--- src/rtl/imem_arbiter_pkg.sv ---
// Shared instruction/data memory definitions: FSM state encoding, default widths
// and the byte-address legality check used by both memory-side arbiters.
package imem_pkg;

  localparam int DEF_ADDR_W = 10;
  localparam int DEF_DATA_W = 32;

  typedef enum logic [1:0] {
    ST_BOOT = 2'd0,
    ST_RUN  = 2'd1,
    ST_HALT = 2'd2
  } state_t;

  // Word-aligned and inside a RAM of 2**aw words.
  function automatic logic addr_legal(input logic [31:0] addr, input int aw);
    logic [31:0] w_hi;
    w_hi = addr >> (aw + 2);
    return (addr[1:0] == 2'b00) && (w_hi == 32'd0);
  endfunction

endpackage

--- src/rtl/imem_arbiter_rr_guard.sv ---
// Starvation guard for the fetch port: counts back-to-back loader grants while
// fetch is waiting and forces a fetch win once the run limit is reached.
module imem_rr_guard
  import imem_pkg::*;
#(
  parameter int MAX_LD_RUN = 4
) (
  input  logic i_clk,
  input  logic i_rst,
  input  logic i_run,
  input  logic i_f_req,
  input  logic i_ld_gnt_legal,
  input  logic i_f_gnt,
  output logic o_fetch_wins
);

  localparam logic [3:0] RUN_LIMIT = 4'(MAX_LD_RUN);

  logic [3:0] r_ld_run_cnt;

  assign o_fetch_wins = i_run && i_f_req && (r_ld_run_cnt == RUN_LIMIT);

  // Illegal loader accesses never reach i_ld_gnt_legal, so they do not count.
  always_ff @(posedge i_clk or posedge i_rst) begin
    if (i_rst) begin
      r_ld_run_cnt <= '0;
    end else if (!i_run || !i_f_req || i_f_gnt) begin
      r_ld_run_cnt <= '0;
    end else if (i_ld_gnt_legal && (r_ld_run_cnt != RUN_LIMIT)) begin
      r_ld_run_cnt <= r_ld_run_cnt + 4'd1;
    end
  end

endmodule

--- src/rtl/imem_arbiter.sv ---
// Instruction RAM arbiter: loader-only BOOT phase, loader/fetch sharing in RUN
// with a starvation guard, and a sticky HALT on illegal fetch addresses.
module imem_arbiter
  import imem_pkg::*;
#(
  parameter int ADDR_W     = DEF_ADDR_W,
  parameter int DATA_W     = DEF_DATA_W,
  parameter int MAX_LD_RUN = 4
) (
  input  logic              clk,
  input  logic              reset,
  input  logic              ld_req,
  input  logic              ld_we,
  input  logic [31:0]       ld_addr,
  input  logic [DATA_W-1:0] ld_wdata,
  input  logic              ld_done,
  output logic              ld_gnt,
  output logic              ld_rvalid,
  output logic [DATA_W-1:0] ld_rdata,
  output logic              ld_err,
  input  logic              f_req,
  input  logic [31:0]       f_addr,
  output logic              f_gnt,
  output logic              f_rvalid,
  output logic [DATA_W-1:0] f_rdata,
  output logic              cpu_hold,
  output logic              halted,
  output logic              mem_en,
  output logic              mem_we,
  output logic [ADDR_W-1:0] mem_addr,
  output logic [DATA_W-1:0] mem_wdata,
  input  logic [DATA_W-1:0] mem_rdata
);

  state_t              r_state;
  state_t              w_next;
  logic                r_cpu_hold;
  logic                r_ld_pend;
  logic                r_f_pend;
  logic [DATA_W-1:0]   r_ld_hold;
  logic [DATA_W-1:0]   r_f_hold;

  logic                w_ld_legal;
  logic                w_f_legal;
  logic                w_fetch_wins;
  logic                w_sel_ld;
  logic                w_sel_f;
  logic                w_ld_gnt;
  logic                w_ld_err;
  logic                w_f_gnt;
  logic                w_mem_en;
  logic                w_mem_we;
  logic [ADDR_W-1:0]   w_mem_addr;
  logic [DATA_W-1:0]   w_mem_wdata;

  assign w_ld_legal = addr_legal(ld_addr, ADDR_W);
  assign w_f_legal  = addr_legal(f_addr, ADDR_W);

  imem_rr_guard #(
    .MAX_LD_RUN(MAX_LD_RUN)
  ) u_rr_guard (
    .i_clk         (clk),
    .i_rst         (reset),
    .i_run         (r_state == ST_RUN),
    .i_f_req       (f_req),
    .i_ld_gnt_legal(w_ld_gnt && w_ld_legal),
    .i_f_gnt       (w_f_gnt),
    .o_fetch_wins  (w_fetch_wins)
  );

  // Nothing is granted while reset is held, so the RAM never sees a stray access.
  always_comb begin
    w_next      = r_state;
    w_sel_ld    = 1'b0;
    w_sel_f     = 1'b0;
    w_ld_gnt    = 1'b0;
    w_ld_err    = 1'b0;
    w_f_gnt     = 1'b0;
    w_mem_en    = 1'b0;
    w_mem_we    = 1'b0;
    w_mem_addr  = '0;
    w_mem_wdata = '0;
    if (!reset) begin
      unique case (r_state)
        ST_BOOT: begin
          w_sel_ld = ld_req;
          if (ld_done) w_next = ST_RUN;
        end
        ST_RUN: begin
          if (w_fetch_wins)  w_sel_f  = 1'b1;
          else if (ld_req)   w_sel_ld = 1'b1;
          else if (f_req)    w_sel_f  = 1'b1;
        end
        ST_HALT: w_sel_ld = ld_req;
        default: w_next = ST_BOOT;
      endcase

      if (w_sel_ld) begin
        w_ld_gnt = 1'b1;
        w_ld_err = !w_ld_legal;
        if (w_ld_legal) begin
          w_mem_en   = 1'b1;
          w_mem_we   = ld_we;
          w_mem_addr = ld_addr[ADDR_W+1:2];
          if (ld_we) w_mem_wdata = ld_wdata;
        end
      end

      if (w_sel_f) begin
        if (w_f_legal) begin
          w_f_gnt    = 1'b1;
          w_mem_en   = 1'b1;
          w_mem_addr = f_addr[ADDR_W+1:2];
        end else begin
          w_next = ST_HALT;
        end
      end
    end
  end

  always_ff @(posedge clk or posedge reset) begin
    if (reset) begin
      r_state    <= ST_BOOT;
      r_cpu_hold <= 1'b1;
      r_ld_pend  <= 1'b0;
      r_f_pend   <= 1'b0;
      r_ld_hold  <= '0;
      r_f_hold   <= '0;
    end else begin
      r_state    <= w_next;
      r_cpu_hold <= (w_next != ST_RUN);
      r_ld_pend  <= w_ld_gnt && w_mem_en && !w_mem_we;
      r_f_pend   <= w_f_gnt;
      if (r_ld_pend) r_ld_hold <= mem_rdata;
      if (r_f_pend)  r_f_hold  <= mem_rdata;
    end
  end

  // RAM data arrives in the rvalid cycle; the hold registers keep it afterwards.
  assign ld_rvalid = r_ld_pend;
  assign f_rvalid  = r_f_pend;
  assign ld_rdata  = r_ld_pend ? mem_rdata : r_ld_hold;
  assign f_rdata   = r_f_pend  ? mem_rdata : r_f_hold;

  assign ld_gnt    = w_ld_gnt;
  assign ld_err    = w_ld_err;
  assign f_gnt     = w_f_gnt;
  assign mem_en    = w_mem_en;
  assign mem_we    = w_mem_we;
  assign mem_addr  = w_mem_addr;
  assign mem_wdata = w_mem_wdata;
  assign cpu_hold  = r_cpu_hold;
  assign halted    = (r_state == ST_HALT);

endmodule

--- config.mk ---
export PLATFORM = sky130hd
export DESIGN_NAME = imem_arbiter
export DESIGN_NICKNAME = d
export VERILOG_FILES = /design/src/rtl/imem_arbiter_pkg.sv /design/src/rtl/imem_arbiter_rr_guard.sv /design/src/rtl/imem_arbiter.sv
export SDC_FILE = /design/constraint.sdc
export NUM_CORES = 1
export LEC_CHECK = 0
export ABC_CLOCK_PERIOD_IN_PS = 7480
export BUFFER_PORTS_ARGS = -buffer_cell sky130_fd_sc_hd__buf_4
export CORE_ASPECT_RATIO = 0.5
export CORE_UTILIZATION = 25
export DETAILED_ROUTE_END_ITERATION = 6
export PLACE_DENSITY = 0.62
export SETUP_SLACK_MARGIN = 0.05
export SLEW_MARGIN = 20
export SYNTH_ARGS = -nofsm -noshare
export SYNTH_HDL_FRONTEND = slang
export SYNTH_SLANG_ARGS = --single-unit
--- constraint.sdc ---
create_clock -name clk -period 7.48 [get_ports clk]
set_input_delay 2.244 -clock clk [delete_from_list [all_inputs] [get_ports clk]]
set_output_delay 2.244 -clock clk [all_outputs]
set_load 0.02 [all_outputs]
### Yosys cells after proc, flatten, opt, wreduce, memory -nomap -nowiden

Cells that the tools add are included.

| storage, ports and cells | value |
|---|---|
| output and inout port bits | 115 |
| register bits after elaboration | 73 |

| cells by class | value |
|---|---|
| multiplexer cells | 42 |
| reductions and logical operators | 22 |
| $add $sub $neg | 1 |
| equality and inequality tests | 5 |

Operators by type and width:

| kind | count |
|---|---|
| 32-bit two-way mux | 6 |
| 32-bit zero test | 2 |
| 10-bit two-way mux | 5 |
| 1-bit two-way mux | 23 |
| 1-bit logical AND | 8 |
| 2-bit two-way mux | 4 |
| 4-bit two-way mux | 2 |
| 2-bit zero test | 3 |
| 4-bit by 1-bit adder with 4-bit output, second input constant | 1 |
| 4-bit by 3-bit equality test with 1-bit output, second input constant | 1 |
| 1-bit zero test | 4 |
| 4-bit by 3-bit != test with 1-bit output, second input constant | 1 |
| 2-bit one-hot mux with 2 select lines | 1 |
| 2-bit OR reduction | 2 |
| 2-bit by 1-bit equality test with 1-bit output, second input constant | 1 |
| 2-bit equality test, second input constant | 1 |
| 1-bit logical OR | 2 |
| 2-bit by 1-bit != test with 1-bit output, second input constant | 1 |
| 1-bit one-hot mux with 2 select lines | 1 |
| 2-bit nonzero test | 1 |

### Logic depth before layout (Yosys ltp)

Gate-level depths: netlist of run 1.

| logic depth | value |
|---|---|
| depth after elaboration | 12 |
| gate-level depth with buffers | 8 |
| mapped depth without buffers | 7 |

### Cells and area by module

A second synthesis of run 1 with hierarchy kept.

| second synthesis, totals | value |
|---|---|
| cells, all modules | 277 |
| area, all modules | 3360.7 µm² |

Modules (own cells, without submodules):

| module | area each (µm²) | times used | cells each |
|---|---|---|---|
| imem_arbiter | 3104.2 | 1 | 250 |
| imem_rr_guard | 256.5 | 1 | 27 |

### Worst setup path before layout of run 1

No wires, ideal clock.

| path | value |
|---|---|
| path type | input to output |
| start point | input port reset |
| end point | output port mem_wdata[10] |
| slack | -0.092 ns |
| data arrival time | 5.328 ns |
| path buffers | 1 |
| stages on the path | 5 |
| path through | inv_1 o2111ai_2 nor3_4 buf_6 and3_1 |

| on the way | value |
|---|---|
| word-level cells in the longest chain between the ends | 1 |

Ends and longest elaborated chain:

| what | line | RTL |
|---|---|---|
| start: declaration | imem_arbiter.sv:11 | `input logic reset,` |
| 32-bit two-way mux | imem_arbiter.sv:83 | `if (!reset) begin` |
| end: declaration | imem_arbiter.sv:31 | `output logic [DATA_W-1:0] mem_wdata,` |

No other way between the ends.

### Worst setup path in the final report of run 1

| path | value |
|---|---|
| start point | input port ld_addr[30] |
| end point | output port mem_we |

| on the way | value |
|---|---|
| word-level cells in the longest chain between the ends | 5 |

Ends and longest elaborated chain:

| what | line | RTL |
|---|---|---|
| start: declaration | imem_arbiter.sv:14 | `input logic [31:0] ld_addr,` |
| 32-bit zero test | imem_arbiter_pkg.sv:18 | `return (addr[1:0] == 2'b00) && (w_hi == 32'd0);` |
| 1-bit logical AND | imem_arbiter_pkg.sv:18 |  |
| 1-bit two-way mux | imem_arbiter.sv:101 | `if (w_ld_legal) begin` |
| 1-bit two-way mux | imem_arbiter.sv:98 | `if (w_sel_ld) begin` |
| 1-bit two-way mux | imem_arbiter.sv:83 |  |
| end: declaration | imem_arbiter.sv:29 | `output logic mem_we,` |

No other way between the ends.

==> results of run 1 <==
==> per-layer routing <==
metal  vias to the layer above  global-route usage (%)
li1                       1423                       -
met1                      1449                    17.1
met2                        83                    27.1
met3                         7                    3.77
met4                         0                    4.12
met5                         -                       0
==> power by group <==
part / leakage (uW) / internal (uW) / switching [uW] / total (uW)
logic: 0.00200 / 54.1 / 37.6 / 91.7
clock network: 0.000128 / 223 / 159 / 383
registers: 0.00101 / 399 / 3.05 / 402
total: 0.00315 / 677 / 200 / 877
==> path summary, 6_finish.rpt <==
| kind | start | end | slack (ps) |
|---|---|---|---|
| max in group asynchronous | reset | r_f_hold[12]$_DFF_PP0_ | 4580 |
| worst min-delay path | r_f_hold[20]$_DFF_PP0_ | r_f_hold[20]$_DFF_PP0_ | 490 |
| worst max register to register | u_rr_guard.r_ld_run_cnt[0]$_DFFE_PP0P_ | u_rr_guard.r_ld_run_cnt[2]$_DFFE_PP0P_ | 5080 |
| worst min register to register | r_f_hold[20]$_DFF_PP0_ | r_f_hold[20]$_DFF_PP0_ | 490 |
| min in group asynchronous | reset | r_state[1]$_DFF_PP0_ | 2310 |
| worst max-delay path | ld_addr[30] | mem_we | 1090 |
==> kinds of logic after synthesis <==
group / after synthesis
simple gates: 71
xor+xnor: 2
buf+inv: 22
compound gates: 19
fa+ha+maj: 2
flops: 73
mux: 65
==> worst reg2reg max path, cell delays in order (launching register included) <==
cell	delay (ps)
dfrtp_1	400
inv_1	60
ha_1	190
nand3b_1	170
o2111ai_2	310
nor3_4	490
buf_4	380
nand3_2	110
a211oi_2	210
==> registers in the layout, indices dropped and copies added (netlist names) <==
register and cells:
r_ld_hold 32, f_rvalid 1, u_rr_guard.r_ld_run_cnt 4, cpu_hold 1
r_f_hold 32, ld_rvalid 1, r_state 2
==> final cells by class <==
| cell class | count | area, um^2 | area share, % |
|---|---|---|---|
| clock inverters | 6 | 42.5 | 0.748 |
| clock buffers | 9 | 225 | 3.96 |
| flip-flops and latches | 73 | 1830 | 32.1 |
| repair buffers | 253 | 1900 | 33.4 |
| well taps | 170 | 213 | 3.74 |
| inverters | 6 | 26.3 | 0.462 |
| multi-input cells | 159 | 1460 | 25.6 |
==> layout by cell type, fill, tap and decap left out, types with 4 or more instances in the layout <==
| cell type | Yosys | final |
|---|---|---|
| and3_1 | 29 | 29 |
| buf_4 | 0 | 253 |
| dfrtp_1 | 72 | 72 |
| nor4_1 | 7 | 7 |
| inv_1 | 6 | 5 |
| nor3_2 | 4 | 4 |
| nand2_1 | 4 | 4 |
| mux2_2 | 64 | 64 |
| clkbuf_16 | 0 | 9 |
| nor2_1 | 9 | 9 |
| a22o_1 | 10 | 10 |
==> per-stage QoR <==
| step | util, % | setup WS [ps] | cells |
|---|---|---|---|
| finish | 43.9 | 1090 | 676 |
| global route | 43.9 | 943 | 676 |
| CTS | 43.9 | 1080 | 676 |
| detailed placement | 41.9 | 1090 | 661 |
| global placement | 41.9 | 1130 | 661 |
| floorplan | - | 835 | 254 |
==> flow_summary.json, run 1 <==
{
  "r2r_cells": 8,
  "cts_tree": "built",
  "top_layer": "met4",
  "max_stage_delay_ps": 500,
  "met2WireLength_um": 5530,
  "grt_pass1_vias": 3180,
  "cts.sinks": 73,
  "num_rows": 29,
  "path_class": "in2out",
  "ant_nets": 0,
  "min_path_type": "reg2reg",
  "ys_top_cells_by_count": "dfrtp_1 (72), mux2_2 (64), and3_1 (29)",
  "crit_top_cell": "buf_4",
  "p_leak_uw": 0.00315,
  "ys_ff_latch": 73,
  "finalPower_uw": 877,
  "wl_per_cell_um": 15.2,
  "synthSimpleGateAreaFrac_pct": 15.5,
  "fin_crit_sh_pct": 85.5,
  "synthToLayoutAreaGrowth_pct": 67.2,
  "postCtsHoldBufs": 0,
  "clk_latency_ps": 320,
  "place_hpwl_um": 8040,
  "clk_pin_slew_ps": 50,
  "coreArea_mm2": 0.0130,
  "pwr_density_cell_mw_per_mm2": 154,
  "grt_pass1_wl_um": 16300,
  "placed_area_mm2": 0.00542,
  "grt_max_degree": 75,
  "totalWireLength_um": 10300,
  "yosys.area.top_type": "dfrtp_1",
  "h-tree-depth": 3,
  "worst_setup_path_start_kind": "primary input",
  "setup_viol": 0,
  "start_util_pct": 26.3,
  "grt_use_total_pct": 14.8,
  "finalMaxSlewViolations": 0,
  "fp.dieW_um": 167,
  "required_ps": 5240,
  "synth-xor-area-share_pct": 0.515,
  "viasPerCell": 4.38,
  "muxShareOfSynthArea_pct": 21.5,
  "place.gp.congestion": 0.773,
  "synthAdderAreaFrac_pct": 0.735,
  "max_slew_margin_pct": 38.1,
  "cts_inserted_buffers": 9,
  "first_pass_iters": 4,
  "postCtsSetupRepairBufs": 0,
  "synth-compound-area-share_pct": 4.56,
  "drc": 0,
  "ys_top_cells_by_area": "dfrtp_1 (53%), mux2_2 (21%), and3_1 (5.3%), a22o_1 (2.6%), buf_6 (1.7%)",
  "cts-root-buf": "clkbuf_16",
  "netlist_area_mm2": 0.00340,
  "cp_cell_sequence": "buf_4, nor4_2, nand4_2, nor3_4, buf_4, and2_2, buf_4",
  "min_path_cells": 1,
  "synth.distinct_cells": 34,
  "fin_nets": 638,
  "crit_cells": 7,
  "synth_nets": 390,
  "antenna_found_initial": 0,
  "fin_tns_setup_ps": 0,
  "synth_edf_count": 0,
  "clock_skew_ps": 4.79,
  "yosysTopAreaCellShare_pct": 52.9,
  "rsz0062_at_grt": "false",
  "maxCapViolCount": 0,
  "slowest_stage": "nor3_4",
  "synth_top_family_by_area": "multiplexers",
  "hold_viol": 0,
  "yosys_warnings": 0,
  "ys.flop_type": "dfrtp_1",
  "crit_fanout": 34,
  "dieHeight_um": 84.5,
  "max_freq_ghz": 0.156,
  "fin_crit_ps": 6390,
  "cp_top_family": "simple AND/OR/NAND/NOR gates",
  "fillerInstances": 1230,
  "synth.most_common_cell": "dfrtp_1",
  "dr_wl_met3_um": 499,
  "syn_avg_cell_area_um2": 13.4,
  "irDropWorstVdd_uv": 92.0,
  "cts_resized": 0,
  "die-area_mm2": 0.0141,
  "route.vias.total": 2962,
  "grt_overflow": 0,
  "synth-seq-area-share_pct": 53.7,
  "ios": 249,
  "tightest_slew_ps": 929,
  "cts_buffer_depth": 2,
  "critPathCaptureType": "primary output",
  "synthArstFlopShare_pct": 100,
  "status": "finished clean",
  "drt-initial-drc-count": 95,
  "final_area_mm2": 0.00569,
  "postSynthCellCount": 254,
  "crit_buf_inv": 3,
  "whs_ps": 494,
  "n_antenna_cell": 0,
  "io_buffers": 248,
  "cp.arrival_ps": 4150,
  "drive_above_1_share_pct": 70.2,
  "met1_length_um": 4170
}
No activity file was read; power rests on OpenSTA's default activity.
==> run 2: changes to the inputs <==
- PLACE_DENSITY: 0.62 -> unset
==> run 2 against run 1 <==
Against the previous run: die area did not move; largest power group is now clock; total power rose by 10%; highest routed layer unchanged; fmax fell by 0.23%; flip-flop and latch count did not move; core utilization rose by 0.49 points; register-to-register slack barely moved; clock skew fell by 1.1 ps; final cell count rose by 0.15%; global-route usage rose by 0.56 points; routed wire length rose by 3.3%; sequential share of layout area fell by 0.36 points; critical path depth did not move.
==> flow_summary.json, run 2 (same netlist as run 1, synthesis figures left out) <==
{
  "status": "finished clean",
  "pwr-share-comb_pct": 9.5,
  "slowest_stage": "nor3_4",
  "dieHeight_um": 84.5,
  "n_antenna_cell": 0,
  "tightest_slew_ps": 931,
  "die-area_mm2": 0.0141,
  "cts_tree": "built",
  "p_leak_uw": 0.00317,
  "clock_skew_ps": 3.69,
  "utilization_pct": 44.4,
  "power_frac_seq_pct": 41.7,
  "h-tree-depth": 3,
  "crit_top_cell": "buf_4",
  "top_regs": "r_f_hold x32, r_ld_hold x32, u_rr_guard.r_ld_run_cnt x4",
  "pwr_density_cell_mw_per_mm2": 168,
  "layout_common_cells": "buf_4 (253), dfrtp_1 (72), mux2_2 (64)",
  "max_slew_margin_pct": 37.9,
  "max_freq_ghz": 0.156,
  "min_path_type": "reg2reg",
  "place.gp.congestion": 0.746,
  "pwr-share-clk_pct": 48.8,
  "drc": 0,
  "fin_nets": 638,
  "cts_resized": 0,
  "postCtsHoldBufs": 0,
  "finalMaxSlewViolations": 0,
  "fin_crit_sh_pct": 85.7,
  "start_util_pct": 26.3,
  "p_switching_uw": 202,
  "place_hpwl_um": 8210,
  "io_buffers": 248,
  "dp_cells": 661,
  "coreArea_mm2": 0.0130,
  "maxCapViolCount": 0,
  "cp_cell_sequence": "buf_4, nor4_2, nand4_2, nor3_4, buf_4, and2_2, buf_4",
  "grt_pass1_wl_um": 16800,
  "cp_top_family": "simple AND/OR/NAND/NOR gates",
  "fillerInstances": 1208,
  "critPathCaptureType": "primary output",
  "postCtsSetupRepairBufs": 0,
  "placed_area_mm2": 0.00542,
  "grt_pass1_vias": 3253,
  "first_pass_iters": 4,
  "fp.dieW_um": 167,
  "clk_latency_ps": 330,
  "fin_crit_ps": 6410,
  "num_rows": 29,
  "grt_use_total_pct": 15.3,
  "rsz0062_at_grt": "false",
  "ios": 249,
  "totalWireLength_um": 10600,
  "grt_max_degree": 75,
  "final_area_mm2": 0.00575,
  "instances_no_fill": 677,
  "layout_commonest_cell": "buf_4",
  "drive_above_1_share_pct": 70.0,
  "fin_tns_setup_ps": 0,
  "path_class": "in2out",
  "reg2reg_slack_ps": 5080,
  "synthToLayoutAreaGrowth_pct": 69.0,
  "cts_inserted_buffers": 9,
  "cts_buffer_depth": 2,
  "p_sw_share_pct": 20.9,
  "clk_pin_slew_ps": 50,
  "antenna_found_initial": 0,
  "cts-root-buf": "clkbuf_16",
  "grt_overflow": 0,
  "cts.sinks": 73,
  "ant_nets": 0,
  "drt-initial-drc-count": 90,
  "worst_setup_path_start_kind": "primary input",
  "crit_fanout": 36,
  "whs_ps": 494,
  "max_stage_delay_ps": 420,
  "cp.arrival_ps": 4170,
  "hold_viol": 0,
  "required_ps": 5240,
  "wl_per_cell_um": 15.7,
  "viasPerCell": 4.41,
  "setup_viol": 0,
  "irDropWorstVdd_uv": 111,
  "p_int_uw": 764,
  "crit_buf_inv": 3,
  "route.vias.total": 2984
}
## run 2: cell count changes in the layout (fill, tap and decap cells not counted), sizes merged
cell,previous run,this run
bufinv,0,2
inv,7,5
clkinv,2,0
clkbuf,9,12
## run 2: final cells by class
class	count	area (um^2)	share of cell area (%)
clock buffers	12	256	4.46
well taps	170	213	3.70
inverters	6	26.3	0.457
flip-flops and latches	73	1830	31.8
clock inverters	4	75.1	1.30
multi-input cells	159	1460	25.3
repair buffers	253	1900	33.0
## run 2: per-layer routing
layer	track usage (%)	share of wire, %	up-vias
met3	3.96	4.7	15
met2	27.0	52	98
li1	-	-	1416
met4	5.89	1.9	0
met1	18.0	41	1455
met5	0	0	-
## run 2: stage by stage
stage                     setup WS (ps)  power [uW]
after detailed placement           1030         503
after CTS                          1030         983
after floorplan                     835         434
final                              1070         966
after global placement             1130         502
after global routing                941        1010
## run 2: final timing paths
path | start | endpoint | cells past startpoint
max | ld_addr[30] | mem_we | 7
min | r_f_hold[5]$_DFF_PP0_ | r_f_hold[5]$_DFF_PP0_ | 1
max reg2reg | u_rr_guard.r_ld_run_cnt[0]$_DFFE_PP0P_ | ld_rvalid$_DFF_PP0_ | 8
min reg2reg | r_f_hold[5]$_DFF_PP0_ | r_f_hold[5]$_DFF_PP0_ | 1
max in group asynchronous | reset | r_f_hold[20]$_DFF_PP0_ | 3
min in group asynchronous | reset | r_state[1]$_DFF_PP0_ | 3
## run 2: power groups by stage
stage | clock [uW] | sequential, uW | combinational [uW]
after CTS | 487 | 403 | 93.3
after detailed placement | 0 | 410 | 93.2
after global placement | 0 | 410 | 92.1
after global routing | 502 | 403 | 100
after floorplan | 0 | 411 | 23.2
final | 471 | 403 | 92.0
==> run 3: changes to the inputs <==
- CELL_PAD_IN_SITES_DETAIL_PLACEMENT: unset -> 1
- CELL_PAD_IN_SITES_GLOBAL_PLACEMENT: unset -> 2
- CORE_UTILIZATION: 25 -> 21
- CTS_CLUSTER_SIZE: unset -> 25
- PLACE_DENSITY: unset -> 0.84
==> run 3 against run 2 <==
Against the previous run: total power is 3.6% lower; final cell count is 5.0% higher; sequential power hardly changed; combinational power is 1% higher; first-iteration DRC count stayed put; clock-buffer cell count is 3 lower; flip-flop and latch count stayed put; cell area is 0.26% higher; critical path type unchanged; die area is 19% higher; register-to-register slack worse by 80 ps; setup slack better by 10 ps; critical path depth stayed put.
==> flow_summary.json, run 3 (same netlist as run 1, synthesis figures left out) <==
{
  "status": "finished clean",
  "clk_pin_slew_ps": 60,
  "cts-root-buf": "clkbuf_16",
  "regArea_mm2": 0.00183,
  "io_buffers": 248,
  "tightest_slew_ps": 975,
  "cts.sinks": 73,
  "grt_max_degree": 75,
  "pwr_density_cell_mw_per_mm2": 161,
  "fp.dieW_um": 182,
  "start_util_pct": 21.8,
  "ios": 249,
  "cts_tree": "built",
  "dp_cells": 695,
  "drive_above_1_share_pct": 70.2,
  "die-area_mm2": 0.0168,
  "layout_common_cells": "buf_4 (253), dfrtp_1 (72), mux2_2 (64)",
  "cts_buffer_depth": 2,
  "postCtsSetupRepairBufs": 0,
  "layout_commonest_cell": "buf_4",
  "instances_no_fill": 711,
  "worst_setup_path_start_kind": "primary input",
  "setup_viol": 0,
  "path_class": "in2out",
  "totalWireLength_um": 11900,
  "p_leak_uw": 0.00316,
  "pwr-share-comb_pct": 10.0,
  "p_int_uw": 714,
  "required_ps": 5240,
  "hold_viol": 0,
  "drt-initial-drc-count": 90,
  "wl_per_cell_um": 16.8,
  "grt_pass1_vias": 3277,
  "grt_pass1_wl_um": 18300,
  "fin_tns_setup_ps": 0,
  "h-tree-depth": 3,
  "ant_nets": 0,
  "maxCapViolCount": 0,
  "crit_fanout": 32,
  "num_rows": 32,
  "viasPerCell": 4.31,
  "rsz0062_at_grt": "false",
  "cts_inserted_buffers": 9,
  "grt_overflow": 0,
  "fin_nets": 638,
  "first_pass_iters": 4,
  "p_switching_uw": 217,
  "finalMaxSlewViolations": 0,
  "p_sw_share_pct": 23.3,
  "grt_use_total_pct": 14.2,
  "dieHeight_um": 92.0,
  "placed_area_mm2": 0.00546,
  "fin_crit_sh_pct": 85.6,
  "synthToLayoutAreaGrowth_pct": 69.5,
  "postCtsHoldBufs": 0,
  "irDropWorstVdd_uv": 83.5,
  "min_path_type": "reg2reg",
  "max_freq_ghz": 0.156,
  "fin_crit_ps": 6400,
  "n_antenna_cell": 0,
  "antenna_found_initial": 0,
  "cp.arrival_ps": 4160,
  "clk_latency_ps": 330,
  "coreArea_mm2": 0.0156,
  "drc": 0,
  "place_hpwl_um": 9450,
  "multi_input_area_mm2": 0.00146,
  "fillerInstances": 1774,
  "place.gp.congestion": 0.734,
  "clock_skew_ps": 10.8,
  "pwr-share-clk_pct": 46.8,
  "top_regs": "r_f_hold x32, r_ld_hold x32, u_rr_guard.r_ld_run_cnt x4",
  "route.vias.total": 3062,
  "cts_resized": 0,
  "max_slew_margin_pct": 35.0,
  "critPathCaptureType": "primary output",
  "final_area_mm2": 0.00577,
  "power_frac_seq_pct": 43.2
}
run 3: power by group through the flow:
stage	combinational [uW]	clock [uW]	sequential (uW)
4_1_cts	94.8	449	402
3_3_place_gp	92.4	0	410
5_1_grt	101	470	403
6_report	93.1	435	402
3_5_place_dp	94.5	0	410
2_1_floorplan	23.2	0	411
run 3: layout make-up:
| cell class | instances | area share (%) |
|---|---|---|
| Multi-Input combinational cell | 159 | 25.2 |
| Clock inverter | 7 | 1.37 |
| Clock buffer | 9 | 3.90 |
| Tap cell | 204 | 4.43 |
| Sequential cell | 73 | 31.7 |
| Timing Repair Buffer | 253 | 32.9 |
| Inverter | 6 | 0.456 |
run 3: per-stage QoR:
step	setup WS [ps]	utilization (%)	total power, uW	hold WS [ps]
finish	1080	36.9	931	497
global route	889	36.9	974	509
CTS	1040	36.9	946	501
detailed placement	1050	35.0	504	487
global placement	1110	35.0	502	481
floorplan	835	-	434	488
run 3: final timing paths:
| check | from | to | slack, ps | depth (start not counted) |
|---|---|---|---|---|
| min in group asynchronous | reset | r_ld_hold[18]$_DFF_PP0_ | 2280 | 3 |
| worst max-delay path | ld_addr[15] | mem_wdata[31] | 1080 | 7 |
| worst min-delay path | r_f_hold[30]$_DFF_PP0_ | r_f_hold[30]$_DFF_PP0_ | 500 | 1 |
| worst min register to register | r_f_hold[30]$_DFF_PP0_ | r_f_hold[30]$_DFF_PP0_ | 500 | 1 |
| max in group asynchronous | reset | ld_rvalid$_DFF_PP0_ | 4540 | 3 |
| worst max register to register | u_rr_guard.r_ld_run_cnt[0]$_DFFE_PP0P_ | u_rr_guard.r_ld_run_cnt[2]$_DFFE_PP0P_ | 5000 | 8 |
run 3: worst max-delay path: stages:
cell	delay [ps]
buf_4	110
nor4_2	320
nand4_2	250
nor3_4	480
buf_4	370
and3_2	230
buf_4	130
run 3: metal layers:
| layer | share of wire (%) | track usage [%] | vias up | routed length, um |
|---|---|---|---|---|
| li1 | - | - | 1421 | - |
| met1 | 39 | 16.4 | 1522 | 4690 |
| met2 | 54 | 25.3 | 91 | 6420 |
| met3 | 3.7 | 3.14 | 28 | 444 |
| met4 | 3.3 | 6.02 | 0 | 391 |
| met5 | 0 | 0 | - | 0 |
